## src/rtl/scanline_mixer_if.sv

```systemverilog
// Video bus into and out of the scanline mixer: raw CW-bit colour with sync,
// blank and scanline controls in; expanded 8-bit colour with aligned timing out.
interface scanline_mixer_if #(
  parameter int CW = 8
) ();
  // source side
  logic          ce_pix;
  logic [CW-1:0] R;
  logic [CW-1:0] G;
  logic [CW-1:0] B;
  logic          mono;
  logic          HSync;
  logic          VSync;
  logic          HBlank;
  logic          VBlank;
  logic [2:0]    sl_level;
  logic          sl_phase;
  logic          sl_alt;
  // output side
  logic          ce_pix_out;
  logic [7:0]    VGA_R;
  logic [7:0]    VGA_G;
  logic [7:0]    VGA_B;
  logic          VGA_HS;
  logic          VGA_VS;
  logic          VGA_DE;

  modport master (
    output ce_pix, R, G, B, mono, HSync, VSync, HBlank, VBlank,
           sl_level, sl_phase, sl_alt,
    input  ce_pix_out, VGA_R, VGA_G, VGA_B, VGA_HS, VGA_VS, VGA_DE
  );

  modport slave (
    input  ce_pix, R, G, B, mono, HSync, VSync, HBlank, VBlank,
           sl_level, sl_phase, sl_alt,
    output ce_pix_out, VGA_R, VGA_G, VGA_B, VGA_HS, VGA_VS, VGA_DE
  );
endinterface

```

## src/rtl/scanline_mixer.sv

```systemverilog
// Scanline mixer: CW-bit to 8-bit colour expansion, 8-level scanline dimming
// with line/frame phase control, DE rebuilt from blanking, black outside
// active video. Every output sits exactly two clk_sys cycles behind its input.

// One colour channel: expand to 8 bits (stage 1), then dim / blank (stage 2).
module scanline_lane #(
  parameter int CW = 8
) (
  input  logic          clk_sys,
  input  logic          reset_n,
  input  logic [CW-1:0] c_raw,
  input  logic          dim1,
  input  logic [2:0]    lvl1,
  input  logic          blank1,
  output logic [7:0]    c_out
);
  logic [7:0]  c_exp;
  logic [7:0]  c1;
  logic [3:0]  keep;
  logic [10:0] prod;

  // Repeat the input MSB-first until 8 bits are filled; CW=8 is a straight copy.
  for (genvar i = 0; i < 8; i++) begin : g_exp
    assign c_exp[7-i] = c_raw[CW-1-(i%CW)];
  end

  // Remaining brightness in eighths; the product is at most 255*8, so 11 bits.
  assign keep = 4'd8 - {1'b0, lvl1};
  assign prod = {3'b000, c1} * {7'd0, keep};

  // Stage 1: hold the expanded colour.
  always_ff @(posedge clk_sys or negedge reset_n) begin
    if (!reset_n) c1 <= '0;
    else          c1 <= c_exp;
  end

  // Stage 2: floor-scaled colour on dimmed lines, black outside active video.
  always_ff @(posedge clk_sys or negedge reset_n) begin
    if (!reset_n)    c_out <= '0;
    else if (blank1) c_out <= '0;
    else if (dim1)   c_out <= prod[10:3];
    else             c_out <= c1;
  end
endmodule

module scanline_mixer #(
  parameter int CW          = 8,
  parameter bit BLANK_BLACK = 1'b1
) (
  input logic             clk_sys,
  input logic             reset_n,
  scanline_mixer_if.slave vid
);
  localparam int NUM_LANES = 3;   // lane 2 = R, 1 = G, 0 = B
  localparam int VEC_W     = 8;
  localparam int STAGES    = 2;

  logic [NUM_LANES-1:0][CW-1:0]    c_raw;
  logic [NUM_LANES-1:0][VEC_W-1:0] c_out;

  // Timing sideband; index n is the value after n register stages.
  logic [STAGES:1] vld_pipe;
  logic [STAGES:1] hs_pipe;
  logic [STAGES:1] vs_pipe;

  logic       line_par;
  logic       frame_par;
  logic       hs_fall;
  logic       vs_fall;
  logic       dim;
  logic       hde;
  logic       hde_q;
  logic       de1;
  logic       de2;
  logic       dim1;
  logic [2:0] lvl1;
  logic       blank1;

  // Mono replicates G into all lanes before expansion.
  always_comb begin
    c_raw[2] = vid.mono ? vid.G : vid.R;
    c_raw[1] = vid.G;
    c_raw[0] = vid.mono ? vid.G : vid.B;
  end

  // The stage-1 sync copies double as the edge detectors' history.
  assign hs_fall = hs_pipe[1] & ~vid.HSync;
  assign vs_fall = vs_pipe[1] & ~vid.VSync;

  // Line parity toggles per line; a VS fall restarts it (and wins over a
  // coincident HS fall). With sl_alt the restart value swaps every frame.
  always_ff @(posedge clk_sys or negedge reset_n) begin
    if (!reset_n) begin
      line_par  <= 1'b0;
      frame_par <= 1'b0;
    end else if (vs_fall) begin
      line_par  <= vid.sl_alt ? ~frame_par : 1'b0;
      frame_par <= ~frame_par;
    end else if (hs_fall) begin
      line_par  <= ~line_par;
    end
  end

  // Dim decision uses the parity in force for the pixel sampled this cycle.
  assign dim = (vid.sl_level != 3'd0) && (line_par ^ vid.sl_phase);
  assign hde = ~vid.HBlank;

  // DE latches ~VBlank at the start of each line, so a mid-line VBlank
  // change only shows up on the next line.
  always_ff @(posedge clk_sys or negedge reset_n) begin
    if (!reset_n) begin
      hde_q <= 1'b0;
      de1   <= 1'b0;
      de2   <= 1'b0;
    end else begin
      hde_q <= hde;
      if (hde && !hde_q)      de1 <= ~vid.VBlank;
      else if (!hde && hde_q) de1 <= 1'b0;
      de2 <= de1;
    end
  end

  // Stage 1 scanline controls, shared by all lanes.
  always_ff @(posedge clk_sys or negedge reset_n) begin
    if (!reset_n) begin
      dim1 <= 1'b0;
      lvl1 <= '0;
    end else begin
      dim1 <= dim;
      lvl1 <= vid.sl_level;
    end
  end

  // Two-deep sideband shift registers keep syncs and ce aligned with colour.
  always_ff @(posedge clk_sys or negedge reset_n) begin
    if (!reset_n) begin
      vld_pipe <= '0;
      hs_pipe  <= '0;
      vs_pipe  <= '0;
    end else begin
      vld_pipe <= {vld_pipe[STAGES-1:1], vid.ce_pix};
      hs_pipe  <= {hs_pipe[STAGES-1:1],  vid.HSync};
      vs_pipe  <= {vs_pipe[STAGES-1:1],  vid.VSync};
    end
  end

  assign blank1 = BLANK_BLACK && !de1;

  for (genvar l = 0; l < NUM_LANES; l++) begin : g_lane
    scanline_lane #(.CW(CW)) u_lane (
      .clk_sys (clk_sys),
      .reset_n (reset_n),
      .c_raw   (c_raw[l]),
      .dim1    (dim1),
      .lvl1    (lvl1),
      .blank1  (blank1),
      .c_out   (c_out[l])
    );
  end

  assign vid.VGA_R      = c_out[2];
  assign vid.VGA_G      = c_out[1];
  assign vid.VGA_B      = c_out[0];
  assign vid.VGA_HS     = hs_pipe[STAGES];
  assign vid.VGA_VS     = vs_pipe[STAGES];
  assign vid.VGA_DE     = de2;
  assign vid.ce_pix_out = vld_pipe[STAGES];
endmodule

```

## src/flat_wrapper.sv

```systemverilog
// flat-port wrapper written by rule: the top's interface ports become plain ports
module scanline_mixer_flat 
#(
  parameter int CW          = 8,
  parameter bit BLANK_BLACK = 1'b1
)
  (clk_sys, reset_n, vid_ce_pix, vid_R, vid_G, vid_B, vid_mono, vid_HSync, vid_VSync, vid_HBlank, vid_VBlank, vid_sl_level, vid_sl_phase, vid_sl_alt, vid_ce_pix_out, vid_VGA_R, vid_VGA_G, vid_VGA_B, vid_VGA_HS, vid_VGA_VS, vid_VGA_DE);
  scanline_mixer_if #(.CW(CW)) vid_i ();
  input logic clk_sys;
  input logic reset_n;
  input wire logic [$bits(vid_i.ce_pix)-1:0] vid_ce_pix;
  input wire logic [$bits(vid_i.R)-1:0] vid_R;
  input wire logic [$bits(vid_i.G)-1:0] vid_G;
  input wire logic [$bits(vid_i.B)-1:0] vid_B;
  input wire logic [$bits(vid_i.mono)-1:0] vid_mono;
  input wire logic [$bits(vid_i.HSync)-1:0] vid_HSync;
  input wire logic [$bits(vid_i.VSync)-1:0] vid_VSync;
  input wire logic [$bits(vid_i.HBlank)-1:0] vid_HBlank;
  input wire logic [$bits(vid_i.VBlank)-1:0] vid_VBlank;
  input wire logic [$bits(vid_i.sl_level)-1:0] vid_sl_level;
  input wire logic [$bits(vid_i.sl_phase)-1:0] vid_sl_phase;
  input wire logic [$bits(vid_i.sl_alt)-1:0] vid_sl_alt;
  output wire logic [$bits(vid_i.ce_pix_out)-1:0] vid_ce_pix_out;
  output wire logic [$bits(vid_i.VGA_R)-1:0] vid_VGA_R;
  output wire logic [$bits(vid_i.VGA_G)-1:0] vid_VGA_G;
  output wire logic [$bits(vid_i.VGA_B)-1:0] vid_VGA_B;
  output wire logic [$bits(vid_i.VGA_HS)-1:0] vid_VGA_HS;
  output wire logic [$bits(vid_i.VGA_VS)-1:0] vid_VGA_VS;
  output wire logic [$bits(vid_i.VGA_DE)-1:0] vid_VGA_DE;
  assign vid_i.ce_pix = vid_ce_pix;
  assign vid_i.R = vid_R;
  assign vid_i.G = vid_G;
  assign vid_i.B = vid_B;
  assign vid_i.mono = vid_mono;
  assign vid_i.HSync = vid_HSync;
  assign vid_i.VSync = vid_VSync;
  assign vid_i.HBlank = vid_HBlank;
  assign vid_i.VBlank = vid_VBlank;
  assign vid_i.sl_level = vid_sl_level;
  assign vid_i.sl_phase = vid_sl_phase;
  assign vid_i.sl_alt = vid_sl_alt;
  assign vid_ce_pix_out = vid_i.ce_pix_out;
  assign vid_VGA_R = vid_i.VGA_R;
  assign vid_VGA_G = vid_i.VGA_G;
  assign vid_VGA_B = vid_i.VGA_B;
  assign vid_VGA_HS = vid_i.VGA_HS;
  assign vid_VGA_VS = vid_i.VGA_VS;
  assign vid_VGA_DE = vid_i.VGA_DE;
  scanline_mixer #(.CW(CW), .BLANK_BLACK(BLANK_BLACK)) u_core (.clk_sys(clk_sys), .reset_n(reset_n), .vid(vid_i));
endmodule
```

## config.mk

```make
export PLATFORM = sky130hd
export DESIGN_NAME = scanline_mixer_flat
export DESIGN_NICKNAME = d
export VERILOG_FILES = /design/src/rtl/scanline_mixer_if.sv /design/src/rtl/scanline_mixer.sv /design/src/flat_wrapper.sv
export SDC_FILE = /design/constraint.sdc
export NUM_CORES = 1
export LEC_CHECK = 0
export CAP_MARGIN = 10
export CORE_MARGIN = 5
export CORE_UTILIZATION = 58
export CTS_BUF_LIST = sky130_fd_sc_hd__clkbuf_2 sky130_fd_sc_hd__clkbuf_4 sky130_fd_sc_hd__clkbuf_8
export DETAILED_ROUTE_END_ITERATION = 7
export GPL_TIMING_DRIVEN = 0
export PLACE_DENSITY = 0.83
export REMOVE_ABC_BUFFERS = 1
export SLEW_MARGIN = 20
export SYNTH_ARGS = -nofsm -noshare
export SYNTH_HDL_FRONTEND = slang
export SYNTH_HIERARCHICAL = 1
export SYNTH_SLANG_ARGS = --single-unit
```

## constraint.sdc

```tcl
create_clock -name clk_sys -period 4.79 [get_ports clk_sys]
set_input_delay 0.958 -clock clk_sys [delete_from_list [all_inputs] [get_ports clk_sys]]
set_output_delay 0.958 -clock clk_sys [all_outputs]
set_load 0.01 [all_outputs]
```

== Word-level counts from Yosys, hierarchy flattened ==
Index checks and enable logic that the tools add are counted.

* Word-level logic and storage cells: 49
* Bits in registers: 63
* Output and inout bits: 28

* Bitwise operators: 9
* Multiplexer cells: 13
* Reductions and logical operators: 7
* $add $sub $neg: 1
* $mul: 3

{| class="wikitable"
|+ Operators by type and width
! cell !! count
|-
| $mux 8 || 8
|-
| $mul 8x4->11 || 3
|-
| $not 1->1 || 6
|-
| $mux 1 || 5
|-
| $reduce_bool 2->1 || 2
|-
| $sub 4x3->4 const A || 1
|-
| $logic_and 1x1->1 || 3
|-
| $reduce_bool 3->1 || 1
|-
| $and 1x1->1 || 2
|-
| $logic_not 1->1 || 1
|-
| $xor 1x1->1 || 1
|}

== Logic depth before layout (Yosys ltp) ==
* Depth after elaboration: 4
* Gate-level depth with buffers: 15
* Gate-level depth less buffers: 14

== Hierarchy ==
The synthesis kept the hierarchy.

{| class="wikitable"
|+ Modules (own cells, without submodules)
! module !! seq. area each (um2) !! cells an instance !! times used !! area an instance (um2)
|-
| scanline_lane at u_core.g_lane[0].u_lane ... || 400.4 || 154 || 2 || 1,473.9
|-
| scanline_lane at u_core.g_lane[1].u_lane || 400.4 || 154 || 1 || 1,478.9
|-
| scanline_mixer || 375.4 || 74 || 1 || 666.9
|}

== Worst setup path after synthesis ==
No wires, ideal clock.

* Path type: flip-flop to flip-flop
* Start: register u_core.lvl1[0]
* End: register u_core.g_lane[2].u_lane.c_out[7]
* Cell stages (with the launch flop): 16
* Buffers on the path: 1
* Setup slack: 0.900 ns
* Arrival time: 3.798 ns
* Clock period less this slack: 3.890 ns
* Setup time: 0.092 ns
* Data required time: 4.698 ns
* Cell sequence: dfrtp_1 > buf_6 > inv_1 > ha_1 > xnor2_1 > nand2_1 > fa_1 > inv_1 > fa_1 > inv_1 > fa_1 > nor2b_1 > o31ai_2 > a2111o_1 > a41o_1 > o31ai_2

* Longest elaborated chain between the ends: 4

{| class="wikitable"
|+ RTL lines
! what !! line !! text
|-
| start: declaration || scanline_mixer.sv:76 || <nowiki>logic [2:0] lvl1;</nowiki>
|-
| start signal: assignment || scanline_mixer.sv:130 || <nowiki>lvl1 <= vid.sl_level;</nowiki>
|-
| $sub 4x3->4 || scanline_mixer.sv:28 || <nowiki>assign keep = 4'd8 - {1'b0, lvl1};</nowiki>
|-
| $mul 8x4->11 || scanline_mixer.sv:29 || <nowiki>assign prod = {3'b000, c1} * {7'd0, keep};</nowiki>
|-
| $mux 8 || scanline_mixer.sv:41 || <nowiki>else if (dim1) c_out <= prod[10:3];</nowiki>
|-
| $mux 8 || scanline_mixer.sv:40 || <nowiki>else if (blank1) c_out <= '0;</nowiki>
|-
| end signal: assignment || scanline_mixer.sv:41 ||
|-
| end: declaration || scanline_mixer.sv:15 || <nowiki>output logic [7:0] c_out</nowiki>
|}

Every way passes these cells.
A chain may end at the register's enable or synchronous reset.

== Final worst setup path ==
* Start: register u_core.lvl1[0]
* End: register u_core.g_lane[0].u_lane.c_out[7]

* Longest elaborated chain between the ends: 4

{| class="wikitable"
|+ RTL lines
! what !! line
|-
| $sub 4x3->4 || scanline_mixer.sv:28
|-
| $mul 8x4->11 || scanline_mixer.sv:29
|-
| $mux 8 || scanline_mixer.sv:41
|-
| $mux 8 || scanline_mixer.sv:40
|-
| end signal: assignment || scanline_mixer.sv:41
|-
| end: declaration || scanline_mixer.sv:15
|}

Every way passes these cells.

==> metrics.md <==
| Metric | Value |
|---|---|
| Cell Area, Synth | `5090 um^2` |
| Area growth syn-to-layout | `18.9%` |
| Number of synthesized flops with an enable pin | `0` |
| Slew Limit Fails | `0` |
| ANT nets after route | `0` |
| Crit share post-route | `0.947` |
| Unrepaired setup endpoints after global routing | `no` |
| Ys async rst share | `1.00` |
| Synth Area in XOR/XNOR | `0.0361` |
| H-tree depth | `3` |
| Status | `finished with violations` |
| Adder-cell share of the synthesized area | `0.240` |
| Top cells by area, synth | `dfrtp_1, fa_1, ha_1` |
| Setup TNS | `0 ps` |
| Leak Pwr | `2.88 nW` |
| Hold buffer count at CTS | `0` |
| Yosys warns | `6` |
| Worst setup EP type | `register` |
| Diode count | `0` |
| Crit path DAT | `4770 ps` |
| Minimum clock period | `between 4000 and 5000 ps` |
| Max IR drop VDD | `0.000186 V` |
| Routed len/inst | `15.6 um` |
| Synth Flop Type | `dfrtp_1` |
| Router iterations before antenna repair | `8` |
| Full die area | `roughly 11000 um^2` |
| Via count | `4002` |
| Global-route wire length before repair | `~20000 um` |
| CTS clock-pin slew for the worst setup and hold paths | `80 ps` |
| Max Buffers Root-to-Sink | `2` |
| Final Hold Vio Count | `0` |
| CTS tree | `built` |
| Placer Congestion | `0.846` |
| Initial antenna violation count | `0` |
| Max_slew headroom | `0.451` |
| Share of post-route cells with drive strength above 1 | `0.0891` |
| Fillers | `roughly 660` |
| Fmax achieved | `0.220 GHz` |
| Largest area contributor in the netlist | `dfrtp_1` |
| FP Rows | `34` |
| Startpoint Class | `register` |
| Nets | `714` |
| Clock Skews | `9.86 ps` |
| Cell Pwr Density | `302 nW/um^2` |
| Number of buffers created by CTS | `9` |
| Final Util | `0.701` |
| Die height | `roughly 100 um` |
| Core Region | `about 8600 um^2` |
| Worst Path Class, Setup | `reg -> reg` |
| Initial Utilization | `0.590` |
| Top-area cell type share of the netlist area | `0.310` |
| Critical path fanouts, max | `33` |
| Number of I/O pins | `65` |
| Clk Latency, worst-skew pair | `350 ps` |
| #FFs+latches synth | `63` |
| Worst slew pin tran | `824 ps` |
| DR iter-0 viols | `between 150 and 200` |
| Min-delay worst type | `reg -> reg` |
| Post-DP HPWL | `between 8000 and 9000 um` |
| Max Cap Violations | `0` |
| Cell variety after synth | `45` |
| Synth Area in Simple Gates | `0.196` |
| Post-synthesis compound-gate area fraction | `0.121` |
| Largest family of logic cells by synthesized area | `adder cells` |
| Sequential area share after synthesis | `0.310` |
| Total track usage | `0.223` |
| # DRC | `1` |
| Syn_area_per_cell | `9.50 um^2` |
| Global route total overflow | `0` |
| Die X | `104 um` |
| Vias per cell | `between 5 and 6` |
| Mux contribution to synthesized area | `0.0177` |
| DRT Wirelength | `11200 um` |
| Worst Path Required | `approximately 5000 ps` |
| Vias in the first global route | `4322` |
| Largest net degree at the start of global routing | `46` |
| Post-Syn Instances | `536` |
| Clock Sinks | `63` |
| Root buf cell | `clkbuf_8` |
| Failing checks | `design-rule violations` |
| Setup-failing EPs final | `0` |
| I/O Buffers | `64` |
==> final cells by class <==
cell class,count,area (um^2),share of cell area
multi-input combinational,373,3120,0.514
sequential,63,1580,0.261
tap,108,135,0.0223
timing repair buffer,65,658,0.109
inverter,89,334,0.0552
clock buffer,10,138,0.0227
clock inverter,6,93.8,0.0155
==> per-layer routing <==
| metal | global-route usage | wire [um] |
|---|---|---|
| met5 | 0 | 0 |
| met3 | 0.0541 | 677 |
| met4 | 0.0953 | 335 |
| met1 | 0.274 | 4490 |
| met2 | 0.375 | 5650 |
==> worst paths after layout <==
kind | from | end | slack, ps | cells after the start
worst max-delay path | u_core/lvl1[0] | u_core/g_lane[0].u_lane/c_out[7] | 250 | 14
worst min-delay path | u_core/vld_pipe[1] | u_core/vld_pipe[2] | 350 | 0
worst max register to register | u_core/lvl1[0] | u_core/g_lane[0].u_lane/c_out[7] | 250 | 14
worst min register to register | u_core/vld_pipe[1] | u_core/vld_pipe[2] | 350 | 0
max in group asynchronous | reset_n | u_core/lvl1[0] | 3770 | 2
min in group asynchronous | reset_n | u_core/g_lane[0].u_lane/c_out[0] | 470 | 1
==> repair_timing <==
action | 4_1_cts | 5_1_grt
hold endpoints to repair | 0 | 0
buffers inserted | 0 | 0
pin swaps | 0 | 0
setup endpoints to repair | 5 | 4
resized for setup | 1 | 2
==> cell usage in the layout (no fill, tap or decap), types with 9 or more instances in the layout <==
master,count
nand2b_1,14
xor2_1,9
nand4_1,9
nor2_1,16
inv_1,88
and2_1,36
nand2_1,54
clkdlybuf4s50_1,63
dfrtp_1,61
and2_2,12
fa_1,36
clkbuf_8,10
a21oi_1,26
xnor2_1,11
ha_1,40
mux2i_1,9
o21ai_0,24
==> worst max-delay path, stage by stage (launching register included) <==
cell      delay, ps
dfrtp_4         680
inv_1           100
ha_1            220
xnor2_1         510
nand2_1         160
fa_1            520
inv_1            50
fa_1            570
inv_1            70
fa_1            460
nor2b_1         250
o31ai_2         140
a2111o_1        380
a41o_1          220
o31ai_1          80
==> state kept, by name (all words and copies together), names as in the netlist <==
register	count
u_core/de1	1
u_core/dim1	1
u_core/frame_par	1
u_core/g_lane.u_lane/c1	24
u_core/g_lane.u_lane/c_out	24
u_core/hde_q	1
u_core/hs_pipe	2
u_core/line_par	1
u_core/lvl1	3
u_core/vid.VGA_DE	1
u_core/vld_pipe	2
u_core/vs_pipe	2
==> stage by stage <==
stage                     cell area [um^2]  std cells  hold slack (ps)  power [W]  setup slack, ps
final                                 6060        714              353    0.00183              253
after CTS                             6050        714              354    0.00184              145
after floorplan                       5020        525              331    0.00109              624
after detailed placement              5810        698              337    0.00129             -214
after global placement                5790        697              333    0.00126            -61.0
after global routing                  6060        714              359    0.00196             21.8
==> cells by family after synthesis <==
| group | after synthesis |
|---|---|
| simple gates | 176 |
| compound gates | 91 |
| buf+inv | 100 |
| xor+xnor | 21 |
| mux | 9 |
| fa+ha+maj | 76 |
| flops | 63 |
==> cells in the mapped netlist, types with 4 or more instances <==
cell type,instances
o21a_1,6
xor2_1,9
o21ai_0,24
and2_2,12
xnor2_1,12
ha_1,40
inv_1,89
nor3_1,4
mux2i_1,9
nor2_1,16
fa_1,36
nand2_1,54
nand4_1,9
buf_6,4
nand2b_1,14
o21ai_1,5
a21oi_1,26
and2_1,36
o31ai_2,4
dfrtp_1,63
==> report_power, final <==
part / total, W / internal (W) / switching (W)
clock: 0.000541 / 0.000310 / 0.000231
sequential: 0.000655 / 0.000576 / 0.0000788
combinational: 0.000632 / 0.000301 / 0.000331
total: 0.00183 / 0.00119 / 0.000641
No activity file was read; power rests on OpenSTA's default activity.
